$ cat config.mk
export PLATFORM = sky130hd
export DESIGN_NAME = mem_arbiter
export DESIGN_NICKNAME = d
export VERILOG_FILES = /design/src/rtl/mem_pkg.sv /design/src/rtl/rr_arb2.sv /design/src/rtl/mem_arbiter.sv
export SDC_FILE = /design/constraint.sdc
export NUM_CORES = 1
export LEC_CHECK = 0
export BUFFER_PORTS_ARGS = -buffer_cell sky130_fd_sc_hd__buf_4
export CAP_MARGIN = 20
export CORE_MARGIN = 2
export CORE_UTILIZATION = 47
export CTS_BUF_LIST = sky130_fd_sc_hd__clkbuf_4 sky130_fd_sc_hd__clkbuf_8 sky130_fd_sc_hd__clkbuf_16
export DETAILED_ROUTE_END_ITERATION = 10
export PLACE_DENSITY = 0.84
export SLEW_MARGIN = 20
export SYNTH_ARGS = -nofsm -noshare
export SYNTH_HDL_FRONTEND = slang
export SYNTH_HIERARCHICAL = 1
export SYNTH_SLANG_ARGS = --single-unit
$ cat constraint.sdc
create_clock -name clk -period 2.55 [get_ports clk]
set_input_delay 0.765 -clock clk [delete_from_list [all_inputs] [get_ports clk]]
set_output_delay 0.765 -clock clk [all_outputs]
set_load 0.05 [all_outputs]
$ cat src/rtl/mem_pkg.sv
// Shared encodings for the two-requester memory arbiter:
// FSM states, requester ids and the fetch/load-store region boundary.
package mem_pkg;

    typedef enum logic [1:0] {
        S_IDLE  = 2'd0,
        S_ISSUE = 2'd1,
        S_WAIT  = 2'd2,
        S_RESP  = 2'd3
    } state_t;

    typedef enum logic {
        REQ_FETCH = 1'b0,
        REQ_LS    = 1'b1
    } req_id_t;

    // Fetch owns addresses below this, load/store owns it and above.
    localparam int REGION_BASE = 128;

endpackage

$ cat src/rtl/rr_arb2.sv
// Combinational 2-way round-robin pick between fetch and load/store.
// Ports: i_f_req, i_ls_req, i_last_win in; o_valid, o_win out.
module rr_arb2
    import mem_pkg::*;
(
    input  logic    i_f_req,
    input  logic    i_ls_req,
    input  req_id_t i_last_win,
    output logic    o_valid,
    output req_id_t o_win
);

    always_comb begin
        o_valid = i_f_req | i_ls_req;
        o_win   = REQ_FETCH;
        unique case (1'b1)
            (i_f_req && i_ls_req):
                o_win = (i_last_win == REQ_LS) ? REQ_FETCH : REQ_LS;
            (i_ls_req && !i_f_req):
                o_win = REQ_LS;
            default:
                o_win = REQ_FETCH;
        endcase
    end

endmodule

$ cat src/rtl/mem_arbiter.sv
// Arbitrates fetch and load/store onto one single-port memory, one
// transaction in flight. Ports: fetch req/gnt/rdata, ls req/gnt/rdata,
// err, registered mem_* command, mem_rdata, saturating conflict_cnt.
module mem_arbiter
    import mem_pkg::*;
#(
    parameter int AW = 8,
    parameter int DW = 32,
    parameter int CW = 16
) (
    input  logic          clk,
    input  logic          rst_n,
    input  logic          f_req,
    input  logic [AW-1:0] f_addr,
    output logic          f_gnt,
    output logic [DW-1:0] f_rdata,
    output logic          f_rvalid,
    input  logic          ls_req,
    input  logic          ls_rd,
    input  logic [AW-1:0] ls_addr,
    input  logic [DW-1:0] ls_wdata,
    output logic          ls_gnt,
    output logic          ls_rvalid,
    output logic [DW-1:0] ls_rdata,
    output logic          err,
    output logic          mem_en,
    output logic          mem_rd,
    output logic [AW-1:0] mem_addr,
    output logic [DW-1:0] mem_wdata,
    input  logic [DW-1:0] mem_rdata,
    output logic [CW-1:0] conflict_cnt
);

    localparam logic [AW-1:0] REGION = AW'(REGION_BASE);

    state_t        r_state;
    state_t        w_state_nxt;
    req_id_t       r_last_win;
    req_id_t       w_win;
    logic          w_any;
    logic          w_grant;
    logic          w_conflict;
    logic          w_legal;
    logic          w_sel_rd;
    logic [AW-1:0] w_sel_addr;

    logic          r_f_gnt;
    logic          r_ls_gnt;
    logic          r_f_rvalid;
    logic          r_ls_rvalid;
    logic          r_err;
    logic          r_mem_en;
    logic          r_mem_rd;
    logic [AW-1:0] r_mem_addr;
    logic [DW-1:0] r_mem_wdata;
    logic [DW-1:0] r_f_rdata;
    logic [DW-1:0] r_ls_rdata;
    logic [CW-1:0] r_cnt;

    rr_arb2 u_rr (
        .i_f_req    (f_req),
        .i_ls_req   (ls_req),
        .i_last_win (r_last_win),
        .o_valid    (w_any),
        .o_win      (w_win)
    );

    always_comb begin
        w_grant    = (r_state == S_IDLE) && w_any;
        w_conflict = (r_state == S_IDLE) && f_req && ls_req;
        w_sel_addr = f_addr;
        w_sel_rd   = 1'b1;
        w_legal    = (f_addr < REGION);
        if (w_win == REQ_LS) begin
            w_sel_addr = ls_addr;
            w_sel_rd   = ls_rd;
            w_legal    = (ls_addr >= REGION);
        end
        w_state_nxt = r_state;
        unique case (r_state)
            S_IDLE:  if (w_any) w_state_nxt = S_ISSUE;
            // Only a legal read leaves ISSUE for WAIT.
            S_ISSUE: w_state_nxt = (r_mem_en && r_mem_rd) ? S_WAIT : S_IDLE;
            S_WAIT:  w_state_nxt = S_RESP;
            S_RESP:  w_state_nxt = S_IDLE;
        endcase
    end

    always_ff @(posedge clk) begin
        if (!rst_n) r_state <= S_IDLE;
        else        r_state <= w_state_nxt;
    end

    always_ff @(posedge clk) begin
        if (!rst_n) begin
            r_last_win  <= REQ_LS;
            r_f_gnt     <= 1'b0;
            r_ls_gnt    <= 1'b0;
            r_f_rvalid  <= 1'b0;
            r_ls_rvalid <= 1'b0;
            r_err       <= 1'b0;
            r_mem_en    <= 1'b0;
            r_mem_rd    <= 1'b1;
            r_mem_addr  <= '0;
            r_mem_wdata <= '0;
            r_f_rdata   <= '0;
            r_ls_rdata  <= '0;
            r_cnt       <= '0;
        end else begin
            r_f_gnt     <= w_grant && (w_win == REQ_FETCH);
            r_ls_gnt    <= w_grant && (w_win == REQ_LS);
            r_err       <= w_grant && !w_legal;
            r_mem_en    <= w_grant && w_legal;
            r_f_rvalid  <= (r_state == S_WAIT) && (r_last_win == REQ_FETCH);
            r_ls_rvalid <= (r_state == S_WAIT) && (r_last_win == REQ_LS);
            if (w_grant) begin
                r_last_win <= w_win;
                // Illegal grants leave the memory command untouched.
                if (w_legal) begin
                    r_mem_rd   <= w_sel_rd;
                    r_mem_addr <= w_sel_addr;
                    if (w_win == REQ_LS) r_mem_wdata <= ls_wdata;
                end
            end
            if (r_state == S_WAIT) begin
                if (r_last_win == REQ_FETCH) r_f_rdata  <= mem_rdata;
                else                         r_ls_rdata <= mem_rdata;
            end
            if (w_conflict && (r_cnt != '1)) r_cnt <= r_cnt + CW'(1);
        end
    end

    assign f_gnt        = r_f_gnt;
    assign ls_gnt       = r_ls_gnt;
    assign f_rvalid     = r_f_rvalid;
    assign ls_rvalid    = r_ls_rvalid;
    assign err          = r_err;
    assign mem_en       = r_mem_en;
    assign mem_rd       = r_mem_rd;
    assign mem_addr     = r_mem_addr;
    assign mem_wdata    = r_mem_wdata;
    assign f_rdata      = r_f_rdata;
    assign ls_rdata     = r_ls_rdata;
    assign conflict_cnt = r_cnt;

endmodule

After elaboration in Yosys (flattened, before gate mapping)
Cells that the tools add are included.

word-level totals
  output and inout bits = 127
  flip-flop bits (word level) = 130
  bits of input ports = 85
  logic and storage cells = 53

cells by class
  equal/unequal tests = 5
  mux-type cells = 8
  add/sub/neg operators = 1
  reduce and logical (&&, ||, !) cells = 20
  order comparisons = 2
  bitwise logic cells = 3

operator list
  kind                                                       number
  adder 16 x 1 -> 16 bit (second input constant)             1
  inequality test 16 bit (second input constant)             1
  logical AND 1 bit                                          13
  greater-or-equal comparator 8 bit (second input constant)  1
  < comparator 8 bit (second input constant)                 1
  2-to-1 mux 8 bit                                           1
  case mux 2 bit (4 select lines)                            1
  AND reduction 2 bit                                        3
  == test 2 bit (second input constant)                      2
  2-to-1 mux 2 bit                                           2
  2-to-1 mux 1 bit                                           3
  AND reduction 3 bit                                        1
  == test 2 x 1 -> 1 bit (second input constant)             1
  zero test 1 bit                                            2
  zero test 2 bit                                            1
  inequality test 2 bit (second input constant)              1
  NOT 1 bit                                                  2
  case mux 1 bit (2 select lines)                            1
  bitwise OR 1 bit                                           1

Depth between registers and ports, before layout
  depth after elaboration = 6
  gate-level depth with buffers = 7
  gate-level depth less buffers = 5

Modules after synthesis
Netlist, hierarchy kept.

by module, submodules not included
  module       cells an instance  sequential area each (um^2)  area each (um^2)  instances
  mem_arbiter  590                2602.5                       4784.6            1
  rr_arb2      2                  0.0                          13.8              1

Least setup slack after synthesis
No wires, ideal clock.

  path kind = input to register
  start = input port f_req
  end = register r_mem_addr[5] (netlist: mem_addr[5])
  cell stages on the path = 7
  data arrival time = 2.162 ns
  data required time = 2.464 ns
  library setup time = 0.086 ns
  path buffers = 2
  path slack = 0.302 ns
  cells stage by stage = or2_1 -> nor3b_1 -> and3_1 -> clkbuf_1 -> buf_4 -> nor2_1 -> a211oi_1

between the ends
  word-level cells in the longest chain between the ends = 5
  elaborated cells between the ends (all ways) = 9
  those cells by class = mux: 3; bitwise: 1; reduce/logical: 5

RTL lines
  item                             line                source
  start, declared                  mem_arbiter.sv:13   input logic f_req,
  zero test 1 bit                  rr_arb2.sv:19       (i_ls_req && !i_f_req):
  logical AND 1 bit                rr_arb2.sv:19
  case mux 1 bit (2 select lines)  rr_arb2.sv:16       unique case (1'b1)
  2-to-1 mux 1 bit                 mem_arbiter.sv:74   if (w_win == REQ_LS) begin
  AND reduction 2 bit (no line)    --
  end signal, assigned             mem_arbiter.sv:121  r_mem_addr <= w_sel_addr;
  end, declared                    mem_arbiter.sv:54   logic [AW-1:0] r_mem_addr;

Several ways; a longest one is shown, not always the timed one.
A chain may end at the register's enable or synchronous reset.

Final worst setup path
  start = register r_cnt[2] (netlist: conflict_cnt[2])
  end = register r_cnt[15] (netlist: conflict_cnt[15])

between the ends
  word-level cells in the longest chain between the ends = 2
  elaborated cells between the ends (all ways) = 3
  those cells by class = add/sub: 1; eq/ne: 1; reduce/logical: 1

RTL lines
  item                                                            line                source
  start, declared                                                 mem_arbiter.sv:58   logic [CW-1:0] r_cnt;
  start signal, assigned                                          mem_arbiter.sv:129  if (w_conflict && (r_cnt != '1)) r_cnt <= r_cnt + CW'(1);
  branches (longest 2 deep; another with adder 16 x 1 -> 16 bit)  --

Several ways; the timed one is not identified.

==> flow_metrics.py <==
metrics = {
    "routing": {
        "dr.first_iter.drc_count": 319,
        "drt.antenna.violating_nets": 0,
        "detail_route.wl_per_cell_um": 15.0,
        "tritonroute_pass_1_iters": 5,
        "route.vias.total": 4944,
        "routed_wl_um": 14100,
        "route.detailed.vias_per_inst": 5.27,
        "drcViolationCount": 0,
    },
    "die": {
        "fp.dieH_um": 105,
        "chipWidth_um": 105,
        "starting_density": 0.486,
        "floorplan.die_area_um2": 11000,
        "floorplan.rows": 36,
        "design.core.area_um2": 9860,
        "io_pins": 212,
    },
    "pwr": {
        "net-switching-power_uw": 1220,
        "design_power_total_uw": 5070,
        "netSwitchingFraction": 0.241,
        "power_density_nw_per_um2": 713,
        "leakagePower_uw": 0.00291,
        "vdd_drop_max_uv": 397,
        "combPwrFrac": 0.104,
        "seq_power_share": 0.416,
        "power.share.clock": 0.479,
        "power.internal_uw": 3850,
    },
    "grt": {
        "use_met2": 0.418,
        "vias_in_the_first_global_route": 4599,
        "grt.total_usage": 0.249,
        "grt-busiest-layer": "met2",
        "grt_first_pass_wirelength_um": 22300,
        "grt_max_degree": 124,
        "gr-total-overflow": 0,
        "global_route.usage.met3": 0.0736,
        "grtUsageMet1": 0.301,
        "antenna_found_initial": 0,
    },
    "clock_network": {
        "cts_max_level": 4,
        "clock_tree.root_cell": "sky130_fd_sc_hd__clkbuf_8",
        "post_cts_hold_buffer_count": 0,
        "clkSlewWorstSetupHoldPaths_ns": 0.06,
        "tritoncts": "built",
        "post_cts.repair.setup_buffers": 0,
        "clock_sinks": 130,
        "largest_buffer_count_on_any_clock_path": 2,
        "tritoncts.num_buffers": 17,
        "clock_insertion_delay_worst_skew_ns": 0.50,
        "post_cts_resize_count": 0,
    },
    "sta": {
        "fin_crit_sh": 0.792,
        "finalClockSkew_ns": 0.00770,
        "tightestPinTransition_ns": 0.688,
        "period_minus_slack_ns": 2.02,
        "worst_slew_margin_rel": 0.542,
        "finalHoldViolCount": 0,
        "slew_violations": 0,
        "rsz0062_at_grt": "false",
        "fin_setup_tns_ns": 0,
        "fmax_mhz": 495,
        "report.final.setup_viol": 0,
    },
    "synth": {
        "netlist_instances": 592,
        "share_of_async_settable_or_async_resettable_flops_after_synthesis": 0,
        "synth_enable_flop_cells": 0,
        "synth_warnings": 6,
        "synth_seq_cells": 130,
        "post_synth_instance_area_um2": 4800,
        "synth.area.top_cells": "sky130_fd_sc_hd__dfxtp_1, sky130_fd_sc_hd__nand2_1, sky130_fd_sc_hd__a21oi_1, sky130_fd_sc_hd__clkbuf_1, sky130_fd_sc_hd__or4_1",
        "most_used_dff_post_synth": "sky130_fd_sc_hd__dfxtp_1",
        "synth_nets": 678,
        "leading_cell_type_by_number_of_instances_after_synthesis": "sky130_fd_sc_hd__nand2_1",
        "distinct_cell_type_count_after_synthesis": 36,
        "ys_seq_area_frac": 0.542,
        "postSynthAreaPerCell_um2": 8.11,
        "library_cell_with_the_largest_summed_area_after_synthesis": "sky130_fd_sc_hd__dfxtp_1",
        "yosys.area.top_type_share": 0.542,
        "synth.cells.most_frequent": "sky130_fd_sc_hd__nand2_1, sky130_fd_sc_hd__dfxtp_1, sky130_fd_sc_hd__a21oi_1",
    },
    "final_layout": {
        "drive_gt1_frac": 0.326,
        "fillCellCount": 749,
        "area_growth_syn_to_layout_pct": 48.3,
        "antenna-diode-count": 0,
        "final_net_count": 879,
    },
    "place": {
        "gp_congestion": 0.807,
        "dp_hpwl_um": 9740,
        "portBuffers": 211,
    },
    "hold_path": {
        "hold_path.startpoint": "f_rdata[10]",
        "min_delay_path_depth": 2,
        "min_delay_worst_endpoint": "f_rdata[10]",
        "hold_path_class": "reg -> reg",
    },
    "setup_path": {
        "arrival_ns": 2.45,
        "critPathCaptureType": "register",
        "critical_path.top_delay_family": "simple AND/OR/NAND/NOR gates",
        "critical_path.cell_chain": "nand4_1, or4_4, or4_1, a21oi_1",
        "cell_with_the_largest_stage_delay_on_the_worst_path": "sky130_fd_sc_hd__or4_4",
        "reg2regPathDepth": 4,
        "critical-path-max-stage-delay_ns": 0.59,
        "critical_path_buf_inv_count": 0,
        "cp_max_fo": 8,
        "rr_endpoint": "conflict_cnt[15]",
        "critPathLaunchType": "register",
        "r2r_start": "conflict_cnt[2]",
        "path_class": "reg -> reg",
        "r2r_slack_ns": 0.53,
        "cp_data_required_time_ns": 2.98,
    },
    "run_status": {
        "run_status": "finished, final reports clean",
    },
    "job": {
        "number_of_maximum_capacitance_constraint_violations": 0,
    },
}
[cell usage in the layout (no fill, tap or decap), drive strengths merged, types with 3 or more instances in the layout]
cell type    n
nor3         3
dfxtp      130
clkinvlp     3
o31ai       10
o21ai        6
nand3        6
a211oi       7
nand4        7
clkbuf      22
and3         3
mux2i        7
buf        222
nand2      203
bufinv       3
or4         12
a21oi      114
clkinv       5
nor2        16
nand2b       5
or2          4
[worst max-delay path by stage]
stage | start | slack [ns] | cells after the start | to
4_1_cts | conflict_cnt[8] | 0.54 | 1 | conflict_cnt[8]
6_report | conflict_cnt[2] | 0.53 | 4 | conflict_cnt[15]
2_1_floorplan | f_req | 0.30 | 7 | mem_addr[5]
3_3_place_gp | ls_req | 0.29 | 5 | conflict_cnt[15]
5_1_grt | conflict_cnt[2] | 0.44 | 4 | conflict_cnt[15]
3_5_place_dp | ls_req | 0.26 | 5 | conflict_cnt[15]
[cell type report]
cell class / instances / area (um^2) / share of cell area
Clock inverter: 10 / 133 / 0.0186
Multi-Input combinational cell: 419 / 2040 / 0.286
Sequential cell: 130 / 2600 / 0.366
Inverter: 3 / 12.5 / 0.00176
Clock buffer: 22 / 464 / 0.0652
Timing Repair Buffer: 222 / 1700 / 0.239
Tap cell: 133 / 166 / 0.0234
[power groups by stage]
stage	logic (uW)	registers (uW)	clock network (uW)
4_1_cts	532	2110	2470
5_1_grt	564	2120	2560
6_report	530	2110	2430
2_1_floorplan	141	2310	0
3_5_place_dp	530	2160	0
3_3_place_gp	522	2150	0
[routing by layer]
metal	part of all wire	up-vias
met5	0	-
met4	0.020	0
met3	0.084	27
met2	0.49	253
met1	0.40	2259
li1	-	2405
[per-stage QoR]
step | util | hold WS, ns | cells | worst slack [ns] | area, um^2
floorplan | - | 0.480 | 592 | 0.302 | 4800
global placement | 0.661 | 0.443 | 907 | 0.293 | 6520
detailed placement | 0.661 | 0.448 | 907 | 0.261 | 6520
CTS | 0.722 | 0.456 | 939 | 0.544 | 7120
global route | 0.722 | 0.471 | 939 | 0.435 | 7120
finish | 0.722 | 0.454 | 939 | 0.532 | 7120
[state kept, by name, summed over array words and instances (netlist names), named ones only]
| signal | flops |
|---|---|
| ls_rvalid | 1 |
| ls_gnt | 1 |
| err | 1 |
| mem_en | 1 |
| f_rdata | 32 |
| mem_rd | 1 |
| r_last_win | 1 |
| f_gnt | 1 |
| mem_addr | 8 |
| conflict_cnt | 16 |
| ls_rdata | 32 |
| r_state | 1 |
| mem_wdata | 32 |
| f_rvalid | 1 |
[worst min-delay path: stages, from the launching register on]
cell and delay (ns):
sky130_fd_sc_hd__dfxtp_1 0.31, sky130_fd_sc_hd__nand2_1 0.05, sky130_fd_sc_hd__a21oi_1 0.05
[cells by family after synthesis]
kind of cell | Yosys count | synth area share
AO/OA/AOI/OAI | 140 | 0.156
adder cells (fa/ha/maj) | 1 | 0.00261
multiplexers | 7 | 0.0146
flip-flops | 130 | 0.542
AND/OR/NAND/NOR | 271 | 0.249
buffers and inverters | 43 | 0.0357
No activity file was read; power rests on OpenSTA's default activity.
